[src/rtl/intersection_phase_scheduler_pkg.sv]
`default_nettype none
// +----------------------------------------------------------------------+
// | intersection_phase_scheduler_pkg                                     |
// | Lamp encodings, phase indices and controller state type.             |
// | Revision: 1.0                                                        |
// +----------------------------------------------------------------------+
package intersection_phase_scheduler_pkg;

    localparam logic [2:0] c_lamp_red    = 3'b100;
    localparam logic [2:0] c_lamp_yellow = 3'b010;
    localparam logic [2:0] c_lamp_green  = 3'b001;

    localparam logic [1:0] c_ph_ns    = 2'd0;
    localparam logic [1:0] c_ph_ew    = 2'd1;
    localparam logic [1:0] c_ph_sw_ne = 2'd2;
    localparam logic [1:0] c_ph_wn_es = 2'd3;

    typedef enum logic [1:0] {
        S_ALL_RED = 2'd0,
        S_GREEN   = 2'd1,
        S_YELLOW  = 2'd2,
        S_WALK    = 2'd3
    } state_t;

    // Packed lamp image, phase 0 in bits [2:0]; only GREEN/YELLOW light a non-red bus.
    function automatic logic [11:0] lamp_buses(state_t st, logic [1:0] ph);
        logic [11:0] lamps;
        lamps = {4{c_lamp_red}};
        if (st == S_GREEN)
            lamps[int'(ph)*3 +: 3] = c_lamp_green;
        else if (st == S_YELLOW)
            lamps[int'(ph)*3 +: 3] = c_lamp_yellow;
        return lamps;
    endfunction

endpackage
`default_nettype wire

[src/rtl/intersection_phase_scheduler_if.sv]
`default_nettype none
// +----------------------------------------------------------------------+
// | intersection_phase_scheduler_if                                      |
// | Sensor/emergency inputs and lamp-driver outputs of the scheduler.    |
// | Revision: 1.0                                                        |
// +----------------------------------------------------------------------+
interface intersection_phase_scheduler_if;

    logic       ns_traffic;
    logic       ew_traffic;
    logic       sw_ne_traffic;
    logic       wn_es_traffic;
    logic       ped_req;
    logic       emerg_valid;
    logic [1:0] emerg_dir;
    logic [2:0] ns_light;
    logic [2:0] ew_light;
    logic [2:0] sw_ne_light;
    logic [2:0] wn_es_light;
    logic       ped_walk;
    logic [1:0] cur_phase;

    modport master (
        output ns_traffic, ew_traffic, sw_ne_traffic, wn_es_traffic,
        output ped_req, emerg_valid, emerg_dir,
        input  ns_light, ew_light, sw_ne_light, wn_es_light,
        input  ped_walk, cur_phase
    );

    modport slave (
        input  ns_traffic, ew_traffic, sw_ne_traffic, wn_es_traffic,
        input  ped_req, emerg_valid, emerg_dir,
        output ns_light, ew_light, sw_ne_light, wn_es_light,
        output ped_walk, cur_phase
    );

endinterface
`default_nettype wire

[src/rtl/intersection_phase_scheduler_rr_pick4.sv]
`default_nettype none
// +----------------------------------------------------------------------+
// | rr_pick4                                                             |
// | Picks the first asserted request at or after ptr, wrapping mod 4.    |
// | Revision: 1.0                                                        |
// +----------------------------------------------------------------------+
module rr_pick4 (
    input  logic [3:0] req,
    input  logic [1:0] ptr,
    output logic       valid,
    output logic [1:0] idx
);

    logic [1:0] w_cand;

    // Scan from the farthest offset down so the nearest hit is written last.
    always_comb begin
        valid  = 1'b0;
        idx    = ptr;
        w_cand = ptr;
        for (int k = 3; k >= 0; k--) begin
            w_cand = ptr + 2'(k);
            if (req[w_cand]) begin
                valid = 1'b1;
                idx   = w_cand;
            end
        end
    end

endmodule
`default_nettype wire

[src/rtl/intersection_phase_scheduler.sv]
`default_nettype none
// +----------------------------------------------------------------------+
// | intersection_phase_scheduler                                         |
// | Round-robin 4-phase signal controller with ped walk and preemption.  |
// | Revision: 1.0                                                        |
// +----------------------------------------------------------------------+
module intersection_phase_scheduler
    import intersection_phase_scheduler_pkg::*;
#(
    parameter int GREEN_MIN = 4,
    parameter int GREEN_MAX = 10,
    parameter int YELLOW_T  = 2,
    parameter int ALLRED_T  = 1,
    parameter int WALK_T    = 3,
    parameter int TW        = 8
) (
    input  logic                            clk,
    input  logic                            rst,
    intersection_phase_scheduler_if.slave   bus
);

    localparam logic [TW-1:0] c_green_min = TW'(GREEN_MIN);
    localparam logic [TW-1:0] c_green_max = TW'(GREEN_MAX);
    localparam logic [TW-1:0] c_yellow_t  = TW'(YELLOW_T);
    localparam logic [TW-1:0] c_allred_t  = TW'(ALLRED_T);
    localparam logic [TW-1:0] c_walk_t    = TW'(WALK_T);
    localparam logic [TW-1:0] c_one       = TW'(1);
    localparam logic [11:0]   c_all_red   = {4{c_lamp_red}};

    state_t        r_state;
    logic [TW-1:0] r_timer;
    logic [TW-1:0] r_green_cnt;
    logic [1:0]    r_phase;
    logic [1:0]    r_rr_ptr;
    logic          r_ped_latch;
    logic          r_preempt;
    logic [11:0]   r_lamps;
    logic          r_ped_walk;

    logic [3:0]    w_req;
    logic          w_pick_valid;
    logic [1:0]    w_pick_idx;
    logic          w_timer_done;
    logic          w_own_req;
    logic          w_other_req;
    logic          w_min_met;
    logic          w_max_hit;
    logic          w_emerg_elsewhere;
    logic          w_normal_end;
    logic          w_green_end;

    assign w_req = {bus.wn_es_traffic, bus.sw_ne_traffic, bus.ew_traffic, bus.ns_traffic};

    rr_pick4 u_rr_pick4 (
        .req   (w_req),
        .ptr   (r_rr_ptr),
        .valid (w_pick_valid),
        .idx   (w_pick_idx)
    );

    assign w_timer_done      = (r_timer == c_one);
    assign w_own_req         = w_req[r_phase];
    assign w_other_req       = |(w_req & ~(4'b0001 << r_phase));
    assign w_min_met         = (r_green_cnt >= c_green_min);
    assign w_max_hit         = (r_green_cnt == c_green_max);
    assign w_emerg_elsewhere = bus.emerg_valid && (bus.emerg_dir != r_phase);

    // Normal termination is suppressed while an emergency targets this phase.
    assign w_normal_end = !r_preempt && !bus.emerg_valid &&
                          (w_max_hit || (w_min_met && (w_other_req || r_ped_latch || !w_own_req)));
    assign w_green_end  = w_emerg_elsewhere || (r_preempt && !bus.emerg_valid) || w_normal_end;

    always_ff @(posedge clk) begin
        if (rst) begin
            r_state     <= S_ALL_RED;
            r_timer     <= c_allred_t;
            r_green_cnt <= '0;
            r_phase     <= c_ph_ns;
            r_rr_ptr    <= c_ph_ns;
            r_ped_latch <= 1'b0;
            r_preempt   <= 1'b0;
            r_lamps     <= c_all_red;
            r_ped_walk  <= 1'b0;
        end else begin
            r_ped_latch <= r_ped_latch | bus.ped_req;
            unique case (r_state)
                S_ALL_RED: begin
                    if (!w_timer_done) begin
                        r_timer <= r_timer - 1'b1;
                    end else if (bus.emerg_valid) begin
                        r_state     <= S_GREEN;
                        r_phase     <= bus.emerg_dir;
                        r_preempt   <= 1'b1;
                        r_green_cnt <= c_one;
                        r_lamps     <= lamp_buses(S_GREEN, bus.emerg_dir);
                    end else if (r_ped_latch) begin
                        r_state     <= S_WALK;
                        r_timer     <= c_walk_t;
                        r_ped_latch <= bus.ped_req;
                        r_ped_walk  <= 1'b1;
                        r_lamps     <= c_all_red;
                    end else if (w_pick_valid) begin
                        r_state     <= S_GREEN;
                        r_phase     <= w_pick_idx;
                        r_preempt   <= 1'b0;
                        r_green_cnt <= c_one;
                        r_lamps     <= lamp_buses(S_GREEN, w_pick_idx);
                    end
                end
                S_GREEN: begin
                    if (w_green_end) begin
                        r_state <= S_YELLOW;
                        r_timer <= c_yellow_t;
                        r_lamps <= lamp_buses(S_YELLOW, r_phase);
                    end else begin
                        if (bus.emerg_valid)
                            r_preempt <= 1'b1;
                        // Saturate so an indefinite preempted green cannot wrap.
                        if (r_green_cnt != c_green_max)
                            r_green_cnt <= r_green_cnt + 1'b1;
                    end
                end
                S_YELLOW: begin
                    if (w_timer_done) begin
                        r_state   <= S_ALL_RED;
                        r_timer   <= c_allred_t;
                        r_rr_ptr  <= r_phase + 2'd1;
                        r_preempt <= 1'b0;
                        r_lamps   <= c_all_red;
                    end else begin
                        r_timer <= r_timer - 1'b1;
                    end
                end
                S_WALK: begin
                    if (w_timer_done) begin
                        r_state    <= S_ALL_RED;
                        r_timer    <= c_allred_t;
                        r_ped_walk <= 1'b0;
                    end else begin
                        r_timer <= r_timer - 1'b1;
                    end
                end
                default: begin
                    r_state <= S_ALL_RED;
                    r_timer <= c_allred_t;
                    r_lamps <= c_all_red;
                end
            endcase
        end
    end

    assign bus.ns_light    = r_lamps[2:0];
    assign bus.ew_light    = r_lamps[5:3];
    assign bus.sw_ne_light = r_lamps[8:6];
    assign bus.wn_es_light = r_lamps[11:9];
    assign bus.ped_walk    = r_ped_walk;
    assign bus.cur_phase   = r_phase;

endmodule
`default_nettype wire

[src/flat_wrapper.sv]
// flat-port wrapper written by rule: the top's interface ports become plain ports
module intersection_phase_scheduler_flat import intersection_phase_scheduler_pkg::*;
#(
    parameter int GREEN_MIN = 4,
    parameter int GREEN_MAX = 10,
    parameter int YELLOW_T  = 2,
    parameter int ALLRED_T  = 1,
    parameter int WALK_T    = 3,
    parameter int TW        = 8
)
  (clk, rst, bus_ns_traffic, bus_ew_traffic, bus_sw_ne_traffic, bus_wn_es_traffic, bus_ped_req, bus_emerg_valid, bus_emerg_dir, bus_ns_light, bus_ew_light, bus_sw_ne_light, bus_wn_es_light, bus_ped_walk, bus_cur_phase);
  intersection_phase_scheduler_if bus_i ();
  input  logic clk;
  input  logic rst;
  input wire logic [$bits(bus_i.ns_traffic)-1:0] bus_ns_traffic;
  input wire logic [$bits(bus_i.ew_traffic)-1:0] bus_ew_traffic;
  input wire logic [$bits(bus_i.sw_ne_traffic)-1:0] bus_sw_ne_traffic;
  input wire logic [$bits(bus_i.wn_es_traffic)-1:0] bus_wn_es_traffic;
  input wire logic [$bits(bus_i.ped_req)-1:0] bus_ped_req;
  input wire logic [$bits(bus_i.emerg_valid)-1:0] bus_emerg_valid;
  input wire logic [$bits(bus_i.emerg_dir)-1:0] bus_emerg_dir;
  output wire logic [$bits(bus_i.ns_light)-1:0] bus_ns_light;
  output wire logic [$bits(bus_i.ew_light)-1:0] bus_ew_light;
  output wire logic [$bits(bus_i.sw_ne_light)-1:0] bus_sw_ne_light;
  output wire logic [$bits(bus_i.wn_es_light)-1:0] bus_wn_es_light;
  output wire logic [$bits(bus_i.ped_walk)-1:0] bus_ped_walk;
  output wire logic [$bits(bus_i.cur_phase)-1:0] bus_cur_phase;
  assign bus_i.ns_traffic = bus_ns_traffic;
  assign bus_i.ew_traffic = bus_ew_traffic;
  assign bus_i.sw_ne_traffic = bus_sw_ne_traffic;
  assign bus_i.wn_es_traffic = bus_wn_es_traffic;
  assign bus_i.ped_req = bus_ped_req;
  assign bus_i.emerg_valid = bus_emerg_valid;
  assign bus_i.emerg_dir = bus_emerg_dir;
  assign bus_ns_light = bus_i.ns_light;
  assign bus_ew_light = bus_i.ew_light;
  assign bus_sw_ne_light = bus_i.sw_ne_light;
  assign bus_wn_es_light = bus_i.wn_es_light;
  assign bus_ped_walk = bus_i.ped_walk;
  assign bus_cur_phase = bus_i.cur_phase;
  intersection_phase_scheduler #(.GREEN_MIN(GREEN_MIN), .GREEN_MAX(GREEN_MAX), .YELLOW_T(YELLOW_T), .ALLRED_T(ALLRED_T), .WALK_T(WALK_T), .TW(TW)) u_core (.clk(clk), .rst(rst), .bus(bus_i));
endmodule
[config.mk]
export PLATFORM = sky130hd
export DESIGN_NAME = intersection_phase_scheduler_flat
export DESIGN_NICKNAME = d
export VERILOG_FILES = /design/src/rtl/intersection_phase_scheduler_pkg.sv /design/src/rtl/intersection_phase_scheduler_if.sv /design/src/rtl/intersection_phase_scheduler_rr_pick4.sv /design/src/rtl/intersection_phase_scheduler.sv /design/src/flat_wrapper.sv
export SDC_FILE = /design/constraint.sdc
export NUM_CORES = 1
export LEC_CHECK = 0
export ABC_AREA = 1
export CORE_MARGIN = 1
export CORE_UTILIZATION = 50
export CTS_CLUSTER_DIAMETER = 60
export DETAILED_ROUTE_END_ITERATION = 16
export PLACE_DENSITY = 0.71
export SYNTH_ARGS = -nofsm -noshare
export SYNTH_HDL_FRONTEND = slang
export SYNTH_SLANG_ARGS = --single-unit
[constraint.sdc]
create_clock -name clk -period 2.1 [get_ports clk]
set_input_delay 0.315 -clock clk [delete_from_list [all_inputs] [get_ports clk]]
set_output_delay 0.315 -clock clk [all_outputs]
set_load 0.02 [all_outputs]
* Yosys cells after proc, flatten, opt, wreduce, memory -nomap -nowiden *
Index checks and enable logic that the tools add are counted.

word-level totals
  flip-flop bits (word level) = 37
  latch bits = 0
  RAM bits = 0
  memory bits (read-only) = 0
  input port bits = 10
  memories = 0

cells by class
  $add $sub $neg = 9
  $mul = 3
  divide/modulo/power cells = 0
  $lt $le $gt $ge = 6
  equality and inequality tests = 23
  shift-type cells = 7
  multiplexer cells = 64
  bitwise gates (word level) = 12
  reductions and logical operators = 28

operators by type and width
  kind                                                                           count
  32-bit negator with 33-bit output                                              3
  3-bit by 33-bit variable shift with 12-bit output, first input constant        3
  3-bit by 33-bit variable part select with 12-bit output, first input constant  3
  8-bit 2-to-1 mux                                                               11
  12-bit 2-to-1 mux                                                              6
  12-bit one-hot mux with 3 select lines                                         1
  2-bit 2-to-1 mux                                                               13
  8-bit AND                                                                      3
  8-bit one-hot mux with 3 select lines                                          1
  1-bit 2-to-1 mux                                                               23
  4-bit inverter                                                                 4
  8-bit one-hot mux with 2 select lines                                          1
  2-bit by 3-bit < comparator with 1-bit output, second input constant           5
  2-bit by 1-bit != test with 1-bit output, second input constant                7
  2-bit by 2-bit multiplier with 4-bit output, second input constant             3
  4-bit OR                                                                       3
  1-bit binary-select mux with 2-bit select                                      5
  5-bit AND reduction                                                            2
  3-bit != test, second input constant                                           3
  8-bit by 1-bit adder with 8-bit output, second input constant                  1
  8-bit by 1-bit equality test with 1-bit output, second input constant          1
  8-bit by 4-bit equality test with 1-bit output, second input constant          1
  8-bit by 3-bit >= comparator with 1-bit output, second input constant          1
  2-bit != test, second input constant                                           4
  other kinds (28)                                                               44

* Longest topological paths before layout *
  depth in word-level cells = 17
  depth in mapped cells = 16
  gate-level depth less buffers = 16

* Hierarchy *
From an unflattened synthesis, not the netlist that was laid out.

second synthesis, totals
  cell total of the unflattened synthesis = 421
  area total of the unflattened synthesis = 2616.3 um^2

by module, submodules not included
  module                        instances  cells an instance  area an instance (um^2)  seq. area each (um^2)
  intersection_phase_scheduler  1          368                2382.3                   740.7
  rr_pick4                      1          53                 234.0                    0.0

* Worst setup path after synthesis *
Ideal clock, no wire load.

  kind = register to register
  start = register u_core.r_phase[0], in the netlist u_core.bus.cur_phase[0]
  end = register u_core.r_green_cnt[1]
  library setup time = 0.130 ns
  arrival = 1.842 ns
  data required time = 1.970 ns
  slack = 0.128 ns
  cell stages (with the launch flop) = 15
  clock period less this slack = 1.972 ns
  cells stage by stage = dfxtp_1 -> inv_2 -> ha_1 -> inv_1 -> nand2_1 -> nand2_1 -> a21oi_1 -> nand3_1 -> nand2_1 -> nand2_1 -> nand3_1 -> nand3_4 -> nor2_1 -> a21oi_1 -> nor2_1

on the way
  word-level cells in the longest chain between the ends = 12
  elaborated cells on any way between the ends = 18

RTL lines
  what                                         RTL line                             source
  start: declaration                           intersection_phase_scheduler.sv:33   logic [1:0] r_phase;
  start signal: assignment                     intersection_phase_scheduler.sv:78   r_phase <= c_ph_ns;
  start signal: assignment                     intersection_phase_scheduler.sv:92   r_phase <= bus.emerg_dir;
  start signal: assignment                     intersection_phase_scheduler.sv:104  r_phase <= w_pick_idx;
  1-bit by 2-bit << shifter with 4-bit output  intersection_phase_scheduler.sv:63   assign w_other_req = |(w_req & ~(4'b0001 << r_phase));
  4-bit inverter                               intersection_phase_scheduler.sv:63
  4-bit AND                                    intersection_phase_scheduler.sv:63
  4-bit OR reduction                           intersection_phase_scheduler.sv:63
  1-bit logical OR (2 in series)               intersection_phase_scheduler.sv:70   (w_max_hit || (w_min_met && (w_other_req || r_ped_latch || !w_own_req)));
  1-bit logical AND                            intersection_phase_scheduler.sv:70
  1-bit logical OR                             intersection_phase_scheduler.sv:70
  1-bit logical AND                            intersection_phase_scheduler.sv:69   assign w_normal_end = !r_preempt && !bus.emerg_valid &&
  1-bit logical OR *                           intersection_phase_scheduler.sv:71   assign w_green_end = w_emerg_elsewhere || (r_preempt && !bus.emerg_valid) || w_normal_end;
  2-bit != test (no source line) *             --
  6-bit AND reduction (no source line) *       --
  end signal: assignment                       intersection_phase_scheduler.sv:94   r_green_cnt <= c_one;
  end signal: assignment                       intersection_phase_scheduler.sv:106  r_green_cnt <= c_one;
  end signal: assignment                       intersection_phase_scheduler.sv:120  r_green_cnt <= r_green_cnt + 1'b1;
  end: declaration                             intersection_phase_scheduler.sv:32   logic [TW-1:0] r_green_cnt;

Mark *: on every way between the ends. The rest lies on a longest branch, timed or not. The select of a mux whose other input is x is not followed.
A chain may end at the register's enable or synchronous reset.

* Worst setup path after layout *
  start = register u_core.r_phase[1], in the netlist u_core.bus.cur_phase[1]
  end = register u_core.r_green_cnt[1]

Same word-level chain as after synthesis.

==> impl_results.md <==
- Status: completed
- Commonest non-fill, non-tap cell in the layout: nand2_1
- WL final: 6.323 mm
- Synth Net Count: between 400 and 500
- Critical path capture point type: register
- Most frequent cells in the layout: nand2_1, inv_1, a21oi_1, dfxtp_1, nor2_1
- Final worst-path setup slack: 0.1693 ns
- CP startpoint kind: register
- Setup violators final: 0
- Slew at the pin closest to its max-slew limit: 0.4489 ns
- IO Port Bufs: 24
- Residual DRC: 0
- Global Route Usage Sum: 0.2484
- Initial Utilization: 0.5178
- CP Max Fanout: 10
- Avg WL per Cell: 12.11 um
- Finished Layout Cells: around 520
- CTS Buf Count: 5
- Slew margin rel.: 0.7004
- Hold Startpoint: u_core.r_lamps[2]
- Final instance area: around 3200 sq um
- Layout fillers: just under 500
- Fin. max-slew vios: 0
- 1st-iter DRT viols: 131
- Final Power: about 5.1 mW
- Place WS: -0.01910 ns
- Final nets: between 400 and 500
- Final min period: 1.931 ns
- Post-synth EDFFs: 0
- Max VDD drop: a little over 0.7 mV
- Die area: between 5000 and 6000 sq um
- Worst-skew pair later-pin latency: around 0.29 ns
- Largest net degree at the start of global routing: 26
- Final hold vios: 0
- Synthesis-stage register bit count: 37
- Post-synth ARST share: 0
- Max-cap violations: 0
- Gate count after technology mapping: 408
- Final Cycle Share: 0.9194
- DRT Pass-1 Iters: 4
- Setup_tns: 0 ns
- First-pass GRT wire length: around 11 mm
- Root buffer cell: clkbuf_8
- Highest clock rate: 0.5180 GHz
- Distinct cell type count after synthesis: 38
- Hpwl dp: 4.857 mm
- Ant diodes: 0
- Met1 Wirelength: a little over 3 mm
- Via count: between 2,000 and 3,000
- Worst hold path class: reg2reg
- Syn_area_per_cell: between 6 and 7 sq um
- Worst Clk Skew: around 0.0084 ns
- GRT Residual Overflow: 0
- Power Density: roughly 1600 nW/um^2
- CTS tree: yes
- Met3 Routed Length: approximately 260 um
- WL met2: approximately 2.9 mm
- Reg2reg start: u_core.bus.cur_phase[1]
- RSZ-0062 raised after global routing: false
- Routed vias/inst: ~5
- Crit path launch: u_core.bus.cur_phase[1]
- Syn Std Cell Area: about 2600 sq um
- Die height: between 70 and 80 um
- Crit path DAT: 2.11 ns
- Critical path class: reg2reg
- Placed insts: 512
- Clk buf depth: 2
- CTS Hold Buffers Added: 0
- FP Rows: 26
- Synth warn: 0
- Share of cells above drive strength 1: 0.1571
- H-tree levels: 2
- Core area: between 5000 and 6000 sq um
- Seq/Total Area, Yosys: 0.2819
- Die Width: about 74 um
- Area grow syn2layout: 21.71%
- Initial antenna violation count: 0
- Vias in the first global route: between 2,000 and 2,500
- Leakage: ~1.4 nW
- Post-DP Area: around 3100 sq um
- Routability cong.: between 0.8 and 0.9
- Dominant synthesized flop cell: dfxtp_1
- Clock sink count: 37
- Post-DRT Antenna Nets: 0
- Max layer used: met4
- Io pins: 25
- Worst-path clk slew: roughly 0.080 ns
- Data required, critical path: between 2 and 2.5 ns
-- final timing paths --
check / slack (ns) / endpoint / cells past startpoint
hold reg to reg: 0.47 / u_core.r_lamps[2] / 2
hold / removal: 0.47 / u_core.r_lamps[2] / 2
setup / recovery: 0.17 / u_core.r_green_cnt[1] / 12
setup reg to reg: 0.17 / u_core.r_green_cnt[1] / 12
-- cell type report --
class | instances | area, sq um | share of cell area
Timing Repair Buffer | 47 | 425.4 | 0.1330
Inverter | 48 | 185.2 | 0.05790
Clock inverter | 2 | 37.54 | 0.01174
Tap cell | 70 | 87.58 | 0.02739
Clock buffer | 6 | 82.58 | 0.02582
Sequential cell | 37 | 743.2 | 0.2324
Multi-Input combinational cell | 312 | 1637 | 0.5117
-- synth_stat cells, types with 3 or more instances --
cell        n  share of area
nand2_1   121           0.17
inv_1      41          0.059
a21oi_1    39          0.074
dfxtp_1    37           0.28
nor2_1     29          0.041
nand3_1    27          0.051
ha_1       13          0.062
nand4_1    12          0.029
o21ai_0    12          0.023
nor2_2      9          0.021
nand2_2     8          0.019
clkbuf_1    7          0.010
nor3_1      6          0.011
a21oi_2     5          0.017
inv_2       5         0.0071
xor2_1      4          0.013
o21ai_1     3         0.0057
-- registers in the layout, summed over array words and instances, names as in the netlist --
register,cells
u_core.bus.cur_phase,2
u_core.bus.ped_walk,1
u_core.r_green_cnt,8
u_core.r_lamps,12
u_core.r_ped_latch,1
u_core.r_preempt,1
u_core.r_rr_ptr,2
u_core.r_state,2
u_core.r_timer,8
-- stage by stage --
stage	util	hold slack, ns
5_1_grt	0.6302	0.4972
3_3_place_gp	0.6021	0.4440
4_1_cts	0.6257	0.4780
3_5_place_dp	0.6021	0.4590
6_report	0.6302	0.4722
2_1_floorplan	-	0.4410
-- critical path, cell delays in order (launching register included) --
cell     delay, ns
dfxtp_1       0.42
ha_1          0.21
inv_1         0.08
nand2_1       0.06
nand2_1       0.04
a21oi_1       0.14
nand3_1       0.13
nand2_1       0.08
nand2_1       0.07
nand3_1       0.18
nand3_4       0.17
a21oi_1       0.18
nor2_1        0.05
-- timing repair --
action | in CTS | in global routing
resized for setup | 0 | 5
buffers inserted | 0 | 2
endpoints found under the setup margin | 0 | 26
-- power breakdown --
group          switching, mW  internal, mW
clock network          0.268         0.386
registers              0.181         0.903
logic                   1.98          1.34
total                   2.43          2.63
-- kinds of logic (layout without fill, tap and decap cells) --
logic type      after synthesis  after routing  synth area share
fa+ha+maj                    13             13           0.06191
xor+xnor                      6              6           0.02000
simple gates                222            222            0.3848
flops                        37             37            0.2819
compound gates               71             71            0.1543
buf+inv                      59            103           0.09714
-- per-layer routing --
layer  GRT usage  vias up
li1            -     1412
met1      0.3182     1205
met2      0.4154       61
met4     0.09434        0
met3     0.04336       12
met5           0        -
Note: power is estimated with default switching activity, not from simulation.
